==> src/rtl/seg_display_driver.sv <==
// ============================================================================
// Module   : seg_display_driver
// Brief    : Free-running counter source plus 4-digit multiplexed 7-seg driver
//            with a frame-synchronous shadow of the logic unit result/parity.
//            Optional macro SEG_LEADING_ZERO_BLANK_EN blanks a zero high digit.
// Revision : 1.0 - initial release
// ============================================================================
`default_nettype none

module seg_display_driver #(
  parameter int unsigned REFRESH_DIV = 100000,
  parameter int unsigned COUNT_DIV   = 50000000
) (
  input  logic        clk_pi,
  input  logic        reset_pi,
  input  logic [7:0]  result_pi,
  input  logic        p_en_pi,
  input  logic        p_value_pi,
  input  logic        hold_pi,
  output logic [15:0] counter_po,
  output logic [3:0]  an_po,
  output logic [6:0]  seg_po
);

  localparam int unsigned c_RW = (REFRESH_DIV > 1) ? $clog2(REFRESH_DIV) : 1;
  localparam int unsigned c_CW = (COUNT_DIV > 1) ? $clog2(COUNT_DIV) : 1;
  localparam logic [c_RW-1:0] c_R_LAST = c_RW'(REFRESH_DIV - 1);
  localparam logic [c_CW-1:0] c_C_LAST = c_CW'(COUNT_DIV - 1);
  localparam logic [6:0] c_BLANK = 7'b1111111;
  localparam logic [6:0] c_P     = 7'b0001100;

  logic [c_CW-1:0] r_cnt_pre;
  logic [15:0]     r_counter;
  logic [c_RW-1:0] r_ref_pre;
  logic [1:0]      r_idx;
  logic [7:0]      r_sh_res;
  logic            r_sh_pen;
  logic            r_sh_pval;
  logic [3:0]      r_an;
  logic [6:0]      r_seg;

  logic            w_tick;
  logic            w_load;
  logic [1:0]      w_idx_next;
  logic [3:0]      w_lo;
  logic [6:0]      w_seg;
  logic [3:0]      w_an;

  function automatic logic [6:0] hex7(input logic [3:0] v);
    logic [6:0] s;
    s = c_BLANK;
    case (v)
      4'h0: s = 7'b1000000;
      4'h1: s = 7'b1111001;
      4'h2: s = 7'b0100100;
      4'h3: s = 7'b0110000;
      4'h4: s = 7'b0011001;
      4'h5: s = 7'b0010010;
      4'h6: s = 7'b0000010;
      4'h7: s = 7'b1111000;
      4'h8: s = 7'b0000000;
      4'h9: s = 7'b0010000;
      4'hA: s = 7'b0001000;
      4'hB: s = 7'b0000011;
      4'hC: s = 7'b1000110;
      4'hD: s = 7'b0100001;
      4'hE: s = 7'b0000110;
      4'hF: s = 7'b0001110;
      default: s = c_BLANK;
    endcase
    return s;
  endfunction

  assign w_tick     = (r_ref_pre == c_R_LAST);
  assign w_load     = (r_idx == 2'd3);
  assign w_idx_next = r_idx + 2'd1;
  // Digit 0 is registered on the load tick, so it must see the incoming value.
  assign w_lo       = w_load ? result_pi[3:0] : r_sh_res[3:0];

  always_comb begin
    w_seg = c_BLANK;
    w_an  = ~(4'b0001 << w_idx_next);
    case (w_idx_next)
      2'd0: w_seg = hex7(w_lo);
      2'd1: begin
`ifdef SEG_LEADING_ZERO_BLANK_EN
        w_seg = (r_sh_res[7:4] == 4'h0) ? c_BLANK : hex7(r_sh_res[7:4]);
`else
        w_seg = hex7(r_sh_res[7:4]);
`endif
      end
      2'd2: w_seg = r_sh_pen ? (r_sh_pval ? 7'b1111001 : 7'b1000000) : c_BLANK;
      2'd3: w_seg = r_sh_pen ? c_P : c_BLANK;
      default: w_seg = c_BLANK;
    endcase
  end

  always_ff @(posedge clk_pi) begin
    if (reset_pi) begin
      r_cnt_pre <= '0;
      r_counter <= '0;
    end else if (!hold_pi) begin
      if (r_cnt_pre == c_C_LAST) begin
        r_cnt_pre <= '0;
        r_counter <= r_counter + 16'd1;
      end else begin
        r_cnt_pre <= r_cnt_pre + 1'b1;
      end
    end
  end

  always_ff @(posedge clk_pi) begin
    if (reset_pi) begin
      r_ref_pre <= '0;
      r_idx     <= 2'd3;
      r_sh_res  <= '0;
      r_sh_pen  <= 1'b0;
      r_sh_pval <= 1'b0;
      r_an      <= 4'b1111;
      r_seg     <= c_BLANK;
    end else if (w_tick) begin
      r_ref_pre <= '0;
      r_idx     <= w_idx_next;
      r_an      <= w_an;
      r_seg     <= w_seg;
      if (w_load) begin
        r_sh_res  <= result_pi;
        r_sh_pen  <= p_en_pi;
        r_sh_pval <= p_value_pi;
      end
    end else begin
      r_ref_pre <= r_ref_pre + 1'b1;
    end
  end

  assign counter_po = r_counter;
  assign an_po      = r_an;
  assign seg_po     = r_seg;

endmodule

`default_nettype wire

==> config.mk <==
export PLATFORM = sky130hd
export DESIGN_NAME = seg_display_driver
export DESIGN_NICKNAME = d
export VERILOG_FILES = /design/src/rtl/seg_display_driver.sv
export SDC_FILE = /design/constraint.sdc
export NUM_CORES = 1
export LEC_CHECK = 0
export BUFFER_PORTS_ARGS = -buffer_cell sky130_fd_sc_hd__buf_2
export CORE_ASPECT_RATIO = 0.9
export CORE_MARGIN = 2
export CORE_UTILIZATION = 43
export CTS_CLUSTER_DIAMETER = 200
export DETAILED_ROUTE_END_ITERATION = 12
export PLACE_DENSITY = 0.69
export SLEW_MARGIN = 20
export SYNTH_ARGS = -nofsm -noshare
export SYNTH_HDL_FRONTEND = slang
export SYNTH_SLANG_ARGS = --single-unit
export TNS_END_PERCENT = 30
==> constraint.sdc <==
create_clock -name clk_pi -period 3.8 [get_ports clk_pi]
set_clock_uncertainty 0.2 [all_clocks]
set_input_delay 0.57 -clock clk_pi [delete_from_list [all_inputs] [get_ports clk_pi]]
set_output_delay 0.57 -clock clk_pi [all_outputs]
set_load 0.05 [all_outputs]
Word-level counts from Yosys, hierarchy flattened. Memory sizes are Yosys's and may differ from the RTL's. A register that Yosys moved wholly into a read port is not among the register bits. Index checks and enable logic that the tools add are counted.

Bitwise operators: 2. Reduce and logical (&&, ||, !) cells: 4. Multiplexer cells: 8. Shifts and indexed selects: 1. Equal/unequal tests: 6. $add $sub $neg: 4.

Operator list (count): 7-bit case mux with 4 select lines (1); 26-bit by 1-bit adder with 26-bit output (second input constant) (1); 26-bit == test (second input constant) (1); 26-bit two-way mux (1); 17-bit by 1-bit adder with 17-bit output (second input constant) (1); 17-bit == test (second input constant) (1); 16-bit by 1-bit adder with 16-bit output (second input constant) (1); 4-bit two-way mux (3); 6-bit two-way mux (2); 7-bit two-way mux (1); 2-bit == test (second input constant) (3); 4-bit NOT (1); 2-bit AND reduction (2); 1-bit by 2-bit left shift with 4-bit output (first input constant) (1); 2-bit by 1-bit adder with 2-bit output (second input constant) (1); 2-bit by 1-bit == test with 1-bit output (second input constant) (1); 2-bit logical NOT (1); 2-bit OR reduction (1); 1-bit NOT (1).

Output and inout bits: 27. Memory bits (read-only): 224. Input bits: 13. Bits in registers: 82. Memories kept: 2.

Memories: (no name shown) (words 16, width 7, rd ports 1, clocked after Yosys merged registers in 0, wr ports 0, RTL line 52) `case (v)`; (no name shown) (words 16, width 7, rd ports 1, clocked after Yosys merged registers in 1, wr ports 0, RTL line 52).

Longest topological paths before layout. Gate-level depths: netlist of the first run.

Word-level depth: 4. Depth in mapped cells: 13. Depth with buffers taken out: 11.

Worst setup path after synthesis of the first run. OpenSTA, ideal clock, no wires.

Kind: register to register. Start: register r_ref_pre[12]. End: register (tool-made name). Arrival time: 2.730 ns. Period minus slack after synthesis: 3.057 ns. Setup slack: 0.743 ns. Stages on the path, launching flop included: 13. Path buffers: 2. Cells stage by stage: dfxtp_1 -> or4b_4 -> nor4_4 -> and2_0 -> buf_2 -> buf_6 -> nand2_1 -> a21oi_1 -> inv_1 -> ha_1 -> inv_1 -> o221ai_1 -> nand3_1.

RTL lines: start: declaration (RTL line 34) `logic [c_RW-1:0] r_ref_pre;`; start signal: assignment (RTL line 132) `r_ref_pre <= r_ref_pre + 1'b1;`.

==> out/qor.txt, run 1 <==
===========================================================================================
Half-perimeter wire length after detailed placement ..........................      6830 um
Highest routed metal layer ...................................................         met4
TritonCTS clock tree .........................................................        built
Largest net degree at the start of global routing ............................           33
Mean Syn Cell Area ...........................................................    8.66 um^2
Status ....................................................................... finished, final reports clean
Remaining antenna violation count after routing ..............................            0
Critical register-to-register path startpoint ................................ r_ref_pre[12]$_SDFF_PP0_
WHS Path Cells ...............................................................            2
Antenna Cells ................................................................            0
Number of design-rule violations left by the first detailed-router iteration .          211
Met1 Routed Length ...........................................................      4640 um
Area growth from synthesis to final layout ...................................        12.9%
Global placement routability congestion ......................................        0.868
Total clock sinks ............................................................           89
Area of the die ..............................................................   11200 um^2
Filler cell count in the final layout ........................................          964
Total of hold buffers inserted after clock tree synthesis ....................            0
Starting utilization of the core area ........................................        43.8%
Period utilisation layout ....................................................        86.4%
Vias in the first global route ...............................................         3379
H-tree levels ................................................................            3
Global-route wire length before repair .......................................     15800 um
Detailed-route wire length per cell ..........................................      14.1 um
Max-Cap Viols ................................................................            0
Synthesized net count ........................................................          547
Number of buffers added on ports .............................................           39
Utilization after layout .....................................................        49.4%
Measured slew at the worst slew-check pin ....................................       867 ps
Top-level port count .........................................................           40
Placeable core region ........................................................   10200 um^2
Crit start category ..........................................................     register
Part of the Yosys area used for sequential elements ..........................        40.0%
Via count ....................................................................         3664
Synth top area cells ......................................................... dfxtp_1 40%, nor2_1 7.4%, xor2_1 6.1%
Asr flop ratio synth .........................................................           0%
Top library cells by usage in the layout, fill and taps aside ................ 89 x dfxtp_1, 88 x nor2_1, 45 x nand2_1
Floorplan row count ..........................................................           35
EDFF count, synth ............................................................            0
Clock buffer count from CTS ..................................................            9
Lkg Pwr ......................................................................      1.96 nW
Final Routed Wirelength ......................................................      9590 um
Largest fanout on the critical path ..........................................           14
Worst max-slew margin expressed relative to the limit ........................        42.2%
Sequential Area ..............................................................    1780 um^2
Pre-CTS worst setup slack ....................................................       569 ps
Post-layout minimum cycle time ...............................................      3280 ps
Vias per cell ................................................................         5.40
Worst setup path class ....................................................... register to register
Critical path arrival ........................................................      3290 ps
Netlist Area Pre-Place .......................................................    4450 um^2
Number of gates given a new drive strength after cts .........................            0
Met2 routed WL ...............................................................      4390 um
Power per cell area ..........................................................  377 nW/um^2
Hold Path Class .............................................................. register to register
Area fraction of the dominant cell type after synthesis ......................        40.0%
Ratio of cells with drive above 1 in the final layout ........................        12.9%
Total non-filler cell area in the finished layout ............................    5020 um^2
RSZ-0062 raised after global routing .........................................        false
Synth Flop Type ..............................................................      dfxtp_1
Kind of capture point of the worst setup path ................................     register
Final layout net count .......................................................          577
Cell type with the largest total area after synthesis ........................      dfxtp_1
Clk slew on worst S/H paths ..................................................        60 ps
Max-slew violation count .....................................................            0
Insertion delay of the later-clocked pin in the worst-skew pair ..............       340 ps
Most common cell after layout, fill and taps aside ...........................      dfxtp_1
Largest voltage drop on the vdd net ..........................................     0.290 mV
Total area of multi-input combinational cells ................................    2500 um^2
DIE HEIGHT ...................................................................       101 um
Reg-to-reg slack, setup ......................................................       520 ps
Number of remaining DRC errors ...............................................            0
Count of unique library cells instantiated by Yosys ..........................           53
Standard cell area after detailed placement ..................................    4730 um^2
R2r worst-path depth .........................................................            9
Warning count from the yosys run .............................................            0
1st-pass router iterations ...................................................            5
GRT Residual Overflow ........................................................            0
Final Hold Vio Count .........................................................            0
Startpoint of the lowest-slack hold path ..................................... r_sh_res[1]$_SDFFE_PP0N_
Initial antenna violation count ..............................................            0
Required time reported for the critical path endpoint ........................      3800 ps
Number of instances in the synthesized netlist ...............................          514
Final setup fails ............................................................            0
Max Root-Sink Buffers ........................................................            2
Min-Delay Endpoint ........................................................... r_sh_res[1]$_SDFFE_PP0N_
Aggregate global-route resource usage ........................................        17.2%
Postcts setup bufs ...........................................................            0
Timing-limited maximum frequency .............................................    0.305 GHz
PnR worst setup slack ........................................................       518 ps
Routed wire length on met3 ...................................................       455 um
#FFs+latches synth ...........................................................           89
Root buffer cell .............................................................    clkbuf_16
Sum of negative setup slack ..................................................         0 ps
Die Width ....................................................................       111 um
===========================================================================================
## Yosys cell counts (6+ instances only)
library cell and instances:
a211o_1 14, a21oi_1 21, and3_1 13, and4_1 6
clkbuf_1 16, dfxtp_1 89, ha_1 20, inv_1 20
mux2i_1 10, nand2_1 45, nand2b_1 6, nand3_1 18
nand4_1 13, nor2_1 88, nor3_1 8, nor4_1 7
xnor2_1 25, xor2_1 31
## registers in the layout, indices dropped and copies added, names as in the netlist, named ones only
signal / count
r_sh_res: 8
r_sh_pen: 1
seg_po: 7
r_idx: 2
an_po: 4
r_ref_pre: 17
r_sh_pval: 1
counter_po: 16
r_cnt_pre: 26
## worst max path at each step
stage | startpoint | to | slack (ps)
CTS | r_ref_pre[12]$_SDFF_PP0_ | register | 540
floorplan | r_ref_pre[12]$_SDFF_PP0_ | register | 740
detailed placement | r_ref_pre[12]$_SDFF_PP0_ | register | 570
global route | r_ref_pre[12]$_SDFF_PP0_ | register | 300
global placement | r_ref_pre[12]$_SDFF_PP0_ | register | 700
finish | r_ref_pre[12]$_SDFF_PP0_ | register | 520
## power breakdown
group          internal [W]  total [W]  switching, W
clock network      0.000512   0.000886      0.000374
registers          0.000937   0.000942    0.00000414
logic             0.0000246  0.0000678     0.0000432
## cells by family (layout without fill, tap and decap cells)
group                      after synthesis  in the layout  share of synthesized area [%]
and+or+nand+nor                        227            227                           25.1
DFF                                     89             89                           40.0
AOI/OAI and AO/OA                       64             64                           10.3
xor gates and xnor gates                56             56                           11.0
buffers and inverters                   42             77                           3.80
adders and majority gates               20             20                           5.62
muxes                                   16             16                           4.11
## worst max-delay path: stages (launching register included)
cell and delay, ps:
dfxtp_1 350, or4b_4 570, nor4_4 560, nand2_2 320, mux2i_1 220, nor2_1 240, inv_1 140, ha_1 280
a2bb2oi_1 150, o22ai_1 100
## layer usage
metal,global-route usage (%),vias to the layer above
met3,4.09,11
met2,28.2,94
li1,-,1832
met1,23.1,1727
met4,4.75,0
met5,0,-
## area by class of cell
cell class	instances	area share [%]
Tap cell	129	3.21
Clock buffer	10	4.56
Inverter	20	1.49
Multi-Input combinational cell	383	49.7
Sequential cell	89	35.5
Timing Repair Buffer	41	4.18
Clock inverter	6	1.34
## stage by stage
stage / cells / hold WS (ps) / total power (W)
final: 678 / 251 / 0.00190
after detailed placement: 662 / 245 / 0.00103
after floorplan: 514 / 213 / 0.00101
after CTS: 678 / 252 / 0.00191
after global placement: 662 / 225 / 0.00103
after global routing: 678 / 274 / 0.00196
(Power assumes the default switching activity.)
==> inputs of run 2 (changes only) <==
Settings changed: CORE_UTILIZATION 43 to 45, PLACE_DENSITY 0.69 to 0.71.
==> out/qor.txt, run 2 (synthesized netlist as in run 1, its figures left out) <==
===========================================================================================
Status ....................................................................... finished, final reports clean
Period utilisation layout ....................................................        82.9%
Root buffer cell .............................................................     clkbuf_8
Startpoint of the lowest-slack hold path ..................................... result_pi[1]
Reg-to-reg slack, setup ......................................................       650 ps
Floorplan row count ..........................................................           34
Vias in the first global route ...............................................         3499
R2r worst-path depth .........................................................            9
Critical path arrival ........................................................      3220 ps
WHS Path Cells ...............................................................            3
Pre-CTS worst setup slack ....................................................       690 ps
Final Hold Vio Count .........................................................            0
Largest voltage drop on the vdd net ..........................................     0.278 mV
RSZ-0062 raised after global routing .........................................        false
Starting utilization of the core area ........................................        46.1%
Initial antenna violation count ..............................................            0
Crit start category ..........................................................     register
Utilization after layout .....................................................        51.1%
Required time reported for the critical path endpoint ........................      3860 ps
Top library cells by usage in the layout, fill and taps aside ................ 89 x dfxtp_1, 88 x nor2_1, 45 x nand2_1
Largest fanout on the critical path ..........................................           14
Number of flip-flops in the largest register .................................           26
Area growth from synthesis to final layout ...................................        10.9%
Clk slew on worst S/H paths ..................................................        90 ps
Most common cell after layout, fill and taps aside ...........................      dfxtp_1
Remaining antenna violation count after routing ..............................            0
Worst setup path class ....................................................... register to register
Via count ....................................................................         3581
Final Routed Wirelength ......................................................      9350 um
Global placement routability congestion ......................................        0.860
Power per cell area ..........................................................  338 nW/um^2
Detailed-route wire length per cell ..........................................      13.8 um
Placeable core region ........................................................    9660 um^2
Min-Delay Endpoint ........................................................... r_sh_res[1]$_SDFFE_PP0N_
Ratio of cells with drive above 1 in the final layout ........................        13.2%
TritonCTS clock tree .........................................................        built
Number of remaining DRC errors ...............................................            0
Insertion delay of the later-clocked pin in the worst-skew pair ..............       380 ps
Clock buffer count from CTS ..................................................            9
Half-perimeter wire length after detailed placement ..........................      6700 um
Timing-limited maximum frequency .............................................    0.317 GHz
Critical register-to-register path startpoint ................................ r_ref_pre[7]$_SDFF_PP0_
Largest net degree at the start of global routing ............................           32
Post-layout minimum cycle time ...............................................      3150 ps
1st-pass router iterations ...................................................            4
GRT Residual Overflow ........................................................            0
Sum of negative setup slack ..................................................         0 ps
Max-Cap Viols ................................................................            0
Final setup fails ............................................................            0
Lkg Pwr ......................................................................      1.92 nW
Global-route wire length before repair .......................................     16100 um
Die Width ....................................................................       109 um
Total clock sinks ............................................................           89
Top-level port count .........................................................           40
H-tree levels ................................................................            3
Register bank with the most flops ............................................    r_cnt_pre
PnR worst setup slack ........................................................       649 ps
Max Root-Sink Buffers ........................................................            2
Postcts setup bufs ...........................................................            0
Filler cell count in the final layout ........................................          910
Measured slew at the worst slew-check pin ....................................       907 ps
Number of buffers added on ports .............................................           39
Antenna Cells ................................................................            0
Vias per cell ................................................................         5.29
Kind of capture point of the worst setup path ................................     register
Worst max-slew margin expressed relative to the limit ........................        39.5%
DIE HEIGHT ...................................................................      98.3 um
Area of the die ..............................................................   10700 um^2
Total of hold buffers inserted after clock tree synthesis ....................            0
Number of design-rule violations left by the first detailed-router iteration .          201
Max-slew violation count .....................................................            0
Final layout net count .......................................................          579
Hold Path Class .............................................................. primary input to register
Number of gates given a new drive strength after cts .........................            0
Aggregate global-route resource usage ........................................        18.8%
===========================================================================================
-- run 2: metrics by stage --
stage / cell area, um^2 / power, W / hold slack, ps / instances
after floorplan: 4450 / 0.00101 / 213 / 514
after detailed placement: 4740 / 0.00103 / 246 / 661
after CTS: 4930 / 0.00169 / 229 / 677
after global placement: 4740 / 0.00103 / 223 / 661
after global routing: 4930 / 0.00173 / 240 / 677
final: 4930 / 0.00167 / 249 / 677
-- run 2: cell type report --
class	instances	area [um^2]	share of cell area, %
sequential	89	1780	36.1
clock buffer	10	128	2.59
multi-input combinational	383	2500	50.6
tap	126	158	3.20
inverter	20	75.1	1.52
clock inverter	6	67.6	1.37
timing repair buffer	43	225	4.57
-- run 2: worst max path at each step --
stage,startpoint,endpoint,slack (ps),cells after the start
after CTS,r_ref_pre[7]$_SDFF_PP0_,register,670,9
after floorplan,r_ref_pre[12]$_SDFF_PP0_,register,740,12
final,r_ref_pre[7]$_SDFF_PP0_,register,650,9
after detailed placement,r_ref_pre[7]$_SDFF_PP0_,register,690,9
after global placement,r_ref_pre[12]$_SDFF_PP0_,register,830,8
after global routing,r_ref_pre[7]$_SDFF_PP0_,register,460,9
-- run 2: worst max-delay path, stage by stage, from the launching register on --
cell and delay, ps:
dfxtp_1 430, or4b_4 510, nor4_4 460, nand2_2 280, mux2i_1 200, nor2_1 260, inv_1 140, ha_1 270
mux2i_1 170, mux2i_1 110
-- run 2: power by group --
part           internal, W  switching (W)  leakage [nW]
clock             0.000306       0.000354        0.0929
combinational    0.0000243      0.0000422          1.11
sequential        0.000937     0.00000406         0.718
total              0.00127       0.000400          1.92
-- run 2: routing by layer --
metal | wire length (um) | up-vias | GRT usage [%]
met3 | 338 | 12 | 5.01
met4 | 139 | 0 | 6.71
met2 | 4360 | 60 | 30.5
li1 | - | 1826 | -
met1 | 4510 | 1683 | 24.0
met5 | 0 | - | 0
==> inputs of run 3 (changes only) <==
Settings changed: PLACE_DENSITY 0.71 to 0.74.
Clock period 3.8 ns to 2.75 ns, I/O delays scaled along.
==> out/qor.txt, run 3 (synthesized netlist as in run 1, its figures left out) <==
===========================================================================================
Area growth from synthesis to final layout ...................................        15.7%
Largest net degree at the start of global routing ............................           25
Initial antenna violation count ..............................................            0
Top-level port count .........................................................           40
Post-layout minimum cycle time ...............................................      2780 ps
Critical Path Start .......................................................... r_ref_pre[12]$_SDFF_PP0_
Final Hold Vio Count .........................................................            0
Root buffer cell .............................................................     clkbuf_8
Total clock sinks ............................................................           89
Number of buffers added on ports .............................................           39
Hold Path Class .............................................................. primary input to register
Clk slew on worst S/H paths ..................................................        90 ps
Max Root-Sink Buffers ........................................................            2
Sw Ratio .....................................................................        24.6%
Post-layout total power ......................................................    0.00225 W
Clock network fraction of design power .......................................        37.9%
Global-route wire length before repair .......................................     16100 um
Total of hold buffers inserted after clock tree synthesis ....................            0
Final setup fails ............................................................            2
Largest voltage drop on the vdd net ..........................................     0.250 mV
Floorplan row count ..........................................................           34
Number of design-rule violations left by the first detailed-router iteration .          218
Worst setup path class ....................................................... register to register
Required time reported for the critical path endpoint ........................      2800 ps
Reg-to-reg slack, setup ......................................................       -30 ps
TritonCTS clock tree .........................................................        built
Critical register-to-register path startpoint ................................ r_ref_pre[12]$_SDFF_PP0_
Critical path arrival ........................................................      2830 ps
Violations in the final reports .............................................. negative setup slack
DIE HEIGHT ...................................................................      98.3 um
Number of flip-flops in the largest register .................................           26
RSZ-0062 raised after global routing .........................................         true
Pre-CTS worst setup slack ....................................................      25.9 ps
Global placement routability congestion ......................................        0.902
H-tree levels ................................................................            3
GRT Residual Overflow ........................................................            0
R2r worst-path depth .........................................................           10
Antenna Cells ................................................................            0
Register bank with the most flops ............................................    r_cnt_pre
Remaining antenna violation count after routing ..............................            0
Vias per cell ................................................................         5.30
1st-pass router iterations ...................................................            5
PnR worst setup slack ........................................................     -34.9 ps
Most common cell after layout, fill and taps aside ...........................      dfxtp_1
Via count ....................................................................         3671
Kind of capture point of the worst setup path ................................     register
Aggregate global-route resource usage ........................................        18.5%
Final layout net count .......................................................          594
Top library cells by usage in the layout, fill and taps aside ................ 87 x dfxtp_1, 86 x nor2_1, 44 x nand2_1
Max-Cap Viols ................................................................            0
Die Width ....................................................................       109 um
Starting utilization of the core area ........................................        46.1%
Max-slew violation count .....................................................            0
Measured slew at the worst slew-check pin ....................................       450 ps
Crit start category ..........................................................     register
Detailed-route wire length per cell ..........................................      13.4 um
Number of remaining DRC errors ...............................................            0
Status ....................................................................... finished, violations left
Placeable core region ........................................................    9660 um^2
Internal power ...............................................................    0.00170 W
Half-perimeter wire length after detailed placement ..........................      6720 um
Filler cell count in the final layout ........................................          876
Ratio of cells with drive above 1 in the final layout ........................        18.7%
Insertion delay of the later-clocked pin in the worst-skew pair ..............       360 ps
P_sw .........................................................................   0.000555 W
Worst max-slew margin expressed relative to the limit ........................        69.7%
Period utilisation layout ....................................................         101%
Clock buffer count from CTS ..................................................            9
Combinational cell fraction of total power ...................................         4.4%
Final Routed Wirelength ......................................................      9260 um
Power per cell area ..........................................................  438 nW/um^2
Timing-limited maximum frequency .............................................    0.359 GHz
Vias in the first global route ...............................................         3605
Area of the die ..............................................................   10700 um^2
Lkg Pwr ......................................................................      2.01 nW
Largest fanout on the critical path ..........................................            5
Sequential group share of total power ........................................        57.7%
===========================================================================================
## run 3: cell count changes in the layout (fill, tap and decap cells not counted), moves of 2 or more
| cell | change |
|---|---|
| inv_1 | -3 |
| buf_4 | +15 |
| dfxtp_2 | +2 |
| dfxtp_1 | -2 |
| ha_1 | -3 |
| ha_4 | +2 |
| inv_2 | +3 |
| nor2_1 | -2 |
## run 3: stage by stage
stage / util, % / instance area (um^2) / std cells / hold WS, ps / TNS [ps]
global route: 53.3 / 5150 / 692 / 97.7 / -775
detailed placement: 50.6 / 4890 / 674 / 237 / 0
floorplan: - / 4510 / 514 / 213 / -558
global placement: 50.6 / 4890 / 674 / 225 / 0
CTS: 52.6 / 5080 / 690 / 94.2 / 0
finish: 53.3 / 5150 / 692 / 109 / -45.7
## run 3: worst max-delay path, cell delays in order (launching register included)
cell and delay [ps]:
dfxtp_2 350, or4b_4 560, nor4_4 420, and2_4 240, nand2_4 60, a21oi_4 200
inv_2 100, ha_4 280, inv_2 30, o221ai_2 150, nand3_1 90
## run 3: how the worst min path moves through the flow
stage	start	to	slack, ps	cells past startpoint
2_1_floorplan	r_ref_pre[0]$_SDFF_PP0_	r_ref_pre[0]$_SDFF_PP0_	210	1
3_3_place_gp	r_ref_pre[0]$_SDFF_PP0_	r_ref_pre[0]$_SDFF_PP0_	230	1
3_5_place_dp	r_ref_pre[0]$_SDFF_PP0_	r_ref_pre[0]$_SDFF_PP0_	240	1
4_1_cts	p_value_pi	r_sh_pval$_SDFFE_PP0N_	90	3
5_1_grt	p_value_pi	r_sh_pval$_SDFFE_PP0N_	100	3
6_report	p_value_pi	r_sh_pval$_SDFFE_PP0N_	110	3
## run 3: area by class of cell
class,count,area (um^2),area share (%)
repair buffers,58,338,6.56
inverters,20,75.1,1.46
clock inverters,6,50.0,0.972
flip-flops and latches,89,1780,34.7
well taps,126,158,3.06
multi-input cells,383,2610,50.6
clock buffers,10,138,2.67
## run 3: per-layer routing
layer | wire (um) | vias up | share of wire [%] | GRT usage [%]
met5 | 0 | - | 0 | 0
met4 | 114 | 0 | 1.2 | 5.92
met3 | 340 | 11 | 3.7 | 4.01
met2 | 4320 | 80 | 47 | 30.7
met1 | 4490 | 1721 | 48 | 23.8
li1 | - | 1859 | - | -
## run 3: repair_timing
action                                  CTS  global route
resized for setup                         0            10
endpoints found under the setup margin    0             7
buffers inserted                          0             2
## run 3: power groups by stage
stage          combinational [W]  sequential [W]  clock, W
5_1_grt                 0.000111         0.00130  0.000941
6_report               0.0000982         0.00130  0.000855
3_3_place_gp           0.0000939         0.00133         0
4_1_cts                0.0000977         0.00130  0.000883
3_5_place_dp           0.0000974         0.00133         0
2_1_floorplan          0.0000653         0.00133         0
